File: src/rtl/serial_word_tx.sv
// serial_word_tx: parallel-to-serial word transmitter with a valid/ready input.
// Each word is shifted out LSB first, one bit per clock. word_start marks bit 0,
// and GAP idle cycles can follow each word. The output strobes, busy and the
// sent-word counter are all registered.
module serial_word_tx #(
  parameter int WIDTH = 8,
  parameter int GAP   = 0,
  parameter int CNT_W = 16
) (
  input  logic             t_clk,
  input  logic             r,
  input  logic [WIDTH-1:0] in_data,
  input  logic             in_valid,
  output logic             in_ready,
  output logic             ser_bit,
  output logic             ser_valid,
  output logic             word_start,
  output logic             busy,
  output logic [CNT_W-1:0] words_sent
);

  localparam int IDX_W = (WIDTH <= 2) ? 1 : $clog2(WIDTH);
  localparam logic [IDX_W-1:0] LAST_IDX = IDX_W'(WIDTH - 1);
  localparam logic [3:0]       GAP_LAST = 4'(GAP - 1);

  typedef enum logic [1:0] {
    IDLE  = 2'd0,
    SHIFT = 2'd1,
    GAPS  = 2'd2
  } state_t;

  state_t           state_q, state_d;
  logic [IDX_W-1:0] idx_q, idx_d;
  logic [3:0]       gap_q, gap_d;
  logic [WIDTH-1:0] sh_q, sh_d;
  logic             bit_q, bit_d;
  logic             valid_q, valid_d;
  logic             ws_q, ws_d;
  logic             busy_q, busy_d;
  logic [CNT_W-1:0] cnt_q, cnt_d;
  logic             accept_s;
  logic             load_s;

  // Ready depends on state only: idle, last bit with no gap, or final gap cycle.
  always_comb begin
    in_ready = 1'b0;
    case (state_q)
      IDLE:    in_ready = 1'b1;
      SHIFT:   in_ready = (idx_q == LAST_IDX) && (GAP == 0);
      GAPS:    in_ready = (gap_q == GAP_LAST);
      default: in_ready = 1'b0;
    endcase
  end

  assign accept_s = in_valid && in_ready;

  // Next-state and next-output logic; a load presents bit 0 from the accept edge.
  always_comb begin
    state_d = state_q;
    idx_d   = idx_q;
    gap_d   = gap_q;
    sh_d    = sh_q;
    bit_d   = 1'b0;
    valid_d = 1'b0;
    ws_d    = 1'b0;
    cnt_d   = cnt_q;
    load_s  = 1'b0;
    case (state_q)
      IDLE: begin
        if (accept_s) begin
          load_s = 1'b1;
        end else begin
          state_d = IDLE;
        end
      end
      SHIFT: begin
        if (idx_q == LAST_IDX) begin
          cnt_d = cnt_q + CNT_W'(1);
          if (accept_s) begin
            load_s = 1'b1;
          end else if (GAP == 0) begin
            state_d = IDLE;
          end else begin
            state_d = GAPS;
            gap_d   = 4'd0;
          end
        end else begin
          idx_d   = idx_q + IDX_W'(1);
          bit_d   = sh_q[0];
          valid_d = 1'b1;
          sh_d    = sh_q >> 1;
        end
      end
      GAPS: begin
        if (gap_q == GAP_LAST) begin
          if (accept_s) begin
            load_s = 1'b1;
          end else begin
            state_d = IDLE;
          end
        end else begin
          gap_d = gap_q + 4'd1;
        end
      end
      default: state_d = IDLE;
    endcase
    if (load_s) begin
      state_d = SHIFT;
      idx_d   = '0;
      sh_d    = {1'b0, in_data[WIDTH-1:1]};
      bit_d   = in_data[0];
      valid_d = 1'b1;
      ws_d    = 1'b1;
    end else begin
      sh_d = sh_d;
    end
    busy_d = (state_d != IDLE);
  end

  // State and registered outputs; reset discards any partial word.
  always_ff @(posedge t_clk) begin
    if (r) begin
      state_q <= IDLE;
      idx_q   <= '0;
      gap_q   <= 4'd0;
      sh_q    <= '0;
      bit_q   <= 1'b0;
      valid_q <= 1'b0;
      ws_q    <= 1'b0;
      busy_q  <= 1'b0;
      cnt_q   <= '0;
    end else begin
      state_q <= state_d;
      idx_q   <= idx_d;
      gap_q   <= gap_d;
      sh_q    <= sh_d;
      bit_q   <= bit_d;
      valid_q <= valid_d;
      ws_q    <= ws_d;
      busy_q  <= busy_d;
      cnt_q   <= cnt_d;
    end
  end

  assign ser_bit    = bit_q;
  assign ser_valid  = valid_q;
  assign word_start = ws_q;
  assign busy       = busy_q;
  assign words_sent = cnt_q;

endmodule
File: config.mk
export PLATFORM = sky130hd
export DESIGN_NAME = serial_word_tx
export DESIGN_NICKNAME = d
export VERILOG_FILES = /design/src/rtl/serial_word_tx.sv
export SDC_FILE = /design/constraint.sdc
export NUM_CORES = 1
export LEC_CHECK = 0
export ABC_AREA = 1
export CORE_MARGIN = 4
export CORE_UTILIZATION = 52
export DETAILED_ROUTE_END_ITERATION = 8
export PLACE_DENSITY = 0.79
export SYNTH_ARGS = -nofsm -noshare
export SYNTH_HDL_FRONTEND = slang
export SYNTH_SLANG_ARGS = --single-unit
File: constraint.sdc
create_clock -name t_clk -period 2 [get_ports t_clk]
set_input_delay 0.2 -clock t_clk [delete_from_list [all_inputs] [get_ports t_clk]]
set_output_delay 0.2 -clock t_clk [all_outputs]
set_load 0.05 [all_outputs]
After elaboration in Yosys (flattened, before gate mapping)
Cells that the tools add are included.
{ "word_totals": {"out_inout_bits": 21, "ff_bits": 36} }
{ "op_classes": {"bitwise_logic": 2, "muxes": 20, "eq_ne": 5, "reduce_logical": 9, "n_addsub": 3} }
{ "op_table": {"columns": ["operator", "n"], "rows": [
  ["7-bit two-way mux", 3],
  ["16-bit by 1-bit adder with 16-bit output (second input constant)", 1],
  ["1-bit two-way mux", 10],
  ["2-bit two-way mux", 4],
  ["2-bit AND reduction", 4],
  ["1-bit one-hot mux with 3 select lines", 2],
  ["2-bit one-hot mux with 3 select lines", 1],
  ["4-bit by 1-bit adder with 4-bit output (second input constant)", 1],
  ["4-bit equality test (second input constant)", 1],
  ["2-bit nonzero test", 2],
  ["3-bit by 1-bit adder with 3-bit output (second input constant)", 1],
  ["3-bit equality test (second input constant)", 1],
  ["2-bit by 1-bit equality test with 1-bit output (second input constant)", 1],
  ["2-bit equality test (second input constant)", 1],
  ["2-bit zero test", 1],
  ["2-bit != test (second input constant)", 1],
  ["1-bit inverter", 2],
  ["2-bit OR reduction", 1],
  ["1-bit logical AND", 1]
]} }

Longest topological paths before layout
{ "depth": {"word_depth": 8, "depth_mapped": 12, "depth_no_buf": 12} }

Least setup slack after synthesis
Ideal clock, no wire load.
{ "synth_path": {"path_kind": "register to output", "from": "reg idx_q[0]", "to": "out in_ready", "path_slack_ns": 0.097, "t_required_ns": 1.800, "stages_incl_launch_ff": 5, "n_path_buf": 0, "arrival_time_ns": 1.703, "cell_sequence": "dfxtp_1 -> ha_1 -> ha_1 -> a21oi_1 -> a21oi_1"} }
{ "synth_via": {"elab_chain_cells": 2} }
{ "synth_lines": {"columns": ["element", "line", "text"], "rows": [
  ["from (decl)", "33", "logic [IDX_W-1:0] idx_q, idx_d;"],
  ["from (signal assigned)", "134", "idx_q <= idx_d;"],
  ["3-bit equality test", "49", "SHIFT: in_ready = (idx_q == LAST_IDX) && (GAP == 0);"],
  ["1-bit one-hot mux with 3 select lines", "47", "case (state_q)"],
  ["to (decl)", "14", "output logic in_ready,"]
]} }
Every way passes these cells.

Worst setup path in the final report
{ "layout_path": {"from": "reg cnt_q[12], in the netlist words_sent[12]", "to": "out words_sent[12]"} }
{ "layout_lines": {"columns": ["element", "line", "text"], "rows": [
  ["from (decl)", "40", "logic [CNT_W-1:0] cnt_q, cnt_d;"],
  ["from (signal assigned)", "141", "cnt_q <= cnt_d;"],
  ["to (decl)", "19", "output logic [CNT_W-1:0] words_sent"]
]} }
No word-level cell between the ends.

==> flow_metrics.env <==
export IMPL_synth_warnings=0
export IMPL_rsz0062_at_grt="yes"
export IMPL_peakVddDrop_mv=0.471
export IMPL_end_kind="output port"
export IMPL_slowest_delay_ns=0.85
export IMPL_path_class="flip-flop to output port"
export IMPL_area_growth_pct=24.4
export IMPL_finalCriticalPeriod_ns=1.87
export IMPL_stdcell_count=325
export IMPL_wl_um=3530
export IMPL_status="completed"
export IMPL_final_common_cell="nand2_1"
export IMPL_crit_buf_inv=1
export IMPL_placed_cells=318
export IMPL_dieWidth_um=67.7
export IMPL_wl_per_cell_um=10.9
export IMPL_leakagePower_nw=0.961
export IMPL_hp_class="input port to flip-flop"
export IMPL_fmax_mhz=535
export IMPL_start_util=0.547
export IMPL_clk_path_buf_depth=2
export IMPL_num_vias=1567
export IMPL_skew_ns=0.0126
export IMPL_fin_nets=298
export IMPL_start_kind="flip-flop"
export IMPL_final_cell_mix="50 x nand2_1, 36 x dfxtp_1, 34 x inv_1"
export IMPL_grt_pass1_vias=1430
export IMPL_synthCells=241
export IMPL_grt_pass1_wl_um=6130
export IMPL_ant_nets=0
export IMPL_drt_pre_antenna_iters=4
export IMPL_cp_slowest_cell="clkdlybuf4s50_1"
export IMPL_crit_chain="clkdlybuf4s50_1"
export IMPL_drc=0
export IMPL_hold_viol=0
export IMPL_fin_crit_sh=0.934
export IMPL_clock_latency_ns=0.35
export IMPL_core_rowCount=21
export IMPL_cts_root_buffer="clkbuf_4"
export IMPL_cp_max_fo=6
export IMPL_overflow=0
export IMPL_synth_cell_types=35
export IMPL_num_io_pins=32
export IMPL_h_tree_depth=2
export IMPL_antenna_cells=0
export IMPL_setup_viol=0
export IMPL_clk_pin_slew_ns=0.11
export IMPL_drtIter0Drc=134
export IMPL_relSlewSlack=0.656
export IMPL_layout_drive_gt1_share=0.186
export IMPL_ys_ff_latch=36
export IMPL_place_congestion=0.816
export IMPL_cts_buffers=5
export IMPL_critPathArrivalTime_ns=1.67
export IMPL_synth_seq_area_share=0.388
export IMPL_dp_hpwl_um=2660
export IMPL_cts_sinks=36
export IMPL_post_synth_instance_area_um2=1860
export IMPL_cts_tree="built"
export IMPL_fp_dieH_um=67.7
export IMPL_antenna_found_initial=0
export IMPL_core_area_um2=3390
export IMPL_postSynthNetCount=260
export IMPL_cts_setup_buffers=0
export IMPL_crit_family="buffers and inverters"
export IMPL_report_final_slew_viol_count=0
export IMPL_total_power_w=0.00145
export IMPL_place_port_buffers=31
export IMPL_routed_via_density=4.82
export IMPL_grt_use_total=0.176
export IMPL_power_density_nw_per_um2=629
export IMPL_dieArea_um2=4590
export IMPL_grt_max_degree=15
export IMPL_drv_cap=0
export IMPL_syn_area_per_cell_um2=7.70
export IMPL_required_ns=1.80
export IMPL_worstMarginPinSlew_ns=0.514
stage by stage:
stage	worst slack [ns]	hold WS, ns	area, µm²	TNS (ns)	utilization
finish	0.132	0.410	2310	0	0.681
global route	-0.0105	0.400	2310	-0.0105	0.681
CTS	0.0592	0.392	2300	0	0.680
global placement	0.218	0.452	2240	0	0.660
floorplan	0.0969	0.276	1860	0	-
detailed placement	0.119	0.452	2240	0	0.660
state kept, by name (all words and copies together) (netlist names):
signal      cells
busy            1
gap_q           4
idx_q           3
ser_bit         1
ser_valid       1
sh_q            7
state_q         2
word_start      1
words_sent     16
power breakdown:
| group | switching (W) | internal, W | total [W] |
|---|---|---|---|
| Combinational | 0.000158 | 0.000102 | 0.000260 |
| Sequential | 0.0000145 | 0.000745 | 0.000760 |
| Clock | 0.000233 | 0.000199 | 0.000432 |
| Total | 0.000405 | 0.00105 | 0.00145 |
synth_stat cells, drive strengths merged:
master | instances | area, µm²
a21oi | 22 | 148
a31oi | 1 | 6.26
and3 | 1 | 6.26
buf | 2 | 15.0
clkbuf | 1 | 3.75
clkinv | 1 | 5.00
dfxtp | 36 | 721
ha | 8 | 100
inv | 36 | 135
nand2 | 58 | 248
nand3 | 11 | 72.6
nand4 | 3 | 25.0
nor2 | 34 | 184
nor3 | 5 | 36.3
nor3b | 1 | 7.51
o21ai | 16 | 103
o31ai | 1 | 7.51
or2 | 1 | 6.26
xnor2 | 1 | 8.76
xor2 | 2 | 17.5
worst reg2reg max path, cell delays in order, from the launching register on:
cell and delay [ns]:
dfxtp_1 0.37, ha_1 0.17, ha_2 0.27, a21oi_1 0.14
nand2_2 0.11, nand3_4 0.11, nor2_8 0.25, nand2_1 0.16
inv_2 0.10, nand2_1 0.05, o21ai_1 0.06
area by class of cell:
class / count / area [µm²]
clock buffers: 7 / 65.1
fillers: 278 / 1080
inverters: 37 / 140
multi-input cells: 165 / 982
flip-flops and latches: 36 / 721
well taps: 46 / 57.6
repair buffers: 34 / 343
metal layers:
metal | routed length (µm) | share of wire | track usage | vias to the layer above
met5 | 0 | 0 | 0 | -
met4 | 59 | 0.017 | 0.0987 | 0
met3 | 156 | 0.044 | 0.0399 | 5
met2 | 1640 | 0.46 | 0.277 | 34
met1 | 1680 | 0.47 | 0.221 | 694
li1 | - | - | - | 834
path summary, 6_finish.rpt:
path                                       to  slack [ns]                        start  cells after the start
setup / recovery               words_sent[12]        0.13  words_sent[12]$_SDFFE_PP0P_                      1
hold / removal           sh_q[6]$_SDFFE_PP0P_        0.41                   in_data[7]                      3
hold reg to reg   words_sent[15]$_SDFFE_PP0P_        0.47  words_sent[15]$_SDFFE_PP0P_                      2
setup reg to reg         sh_q[0]$_SDFFE_PP0P_        0.17        idx_q[1]$_SDFFE_PP0P_                     10
what timing repair did:
action,CTS,global route
hold buffers,0,0
resized for setup,1,1
hold endpoints to repair,0,0
endpoints found under the setup margin,1,1
logic make-up (layout without fill, tap and decap cells):
kind of cell / after synthesis / count (layout) / share of synthesized area
simple gates: 114 / 114 / 0.316
compound gates: 40 / 40 / 0.142
buf+inv: 40 / 78 / 0.0856
flops: 36 / 36 / 0.388
fa+ha+maj: 8 / 8 / 0.0539
xor+xnor: 3 / 3 / 0.0142
(Power assumes the default switching activity.)
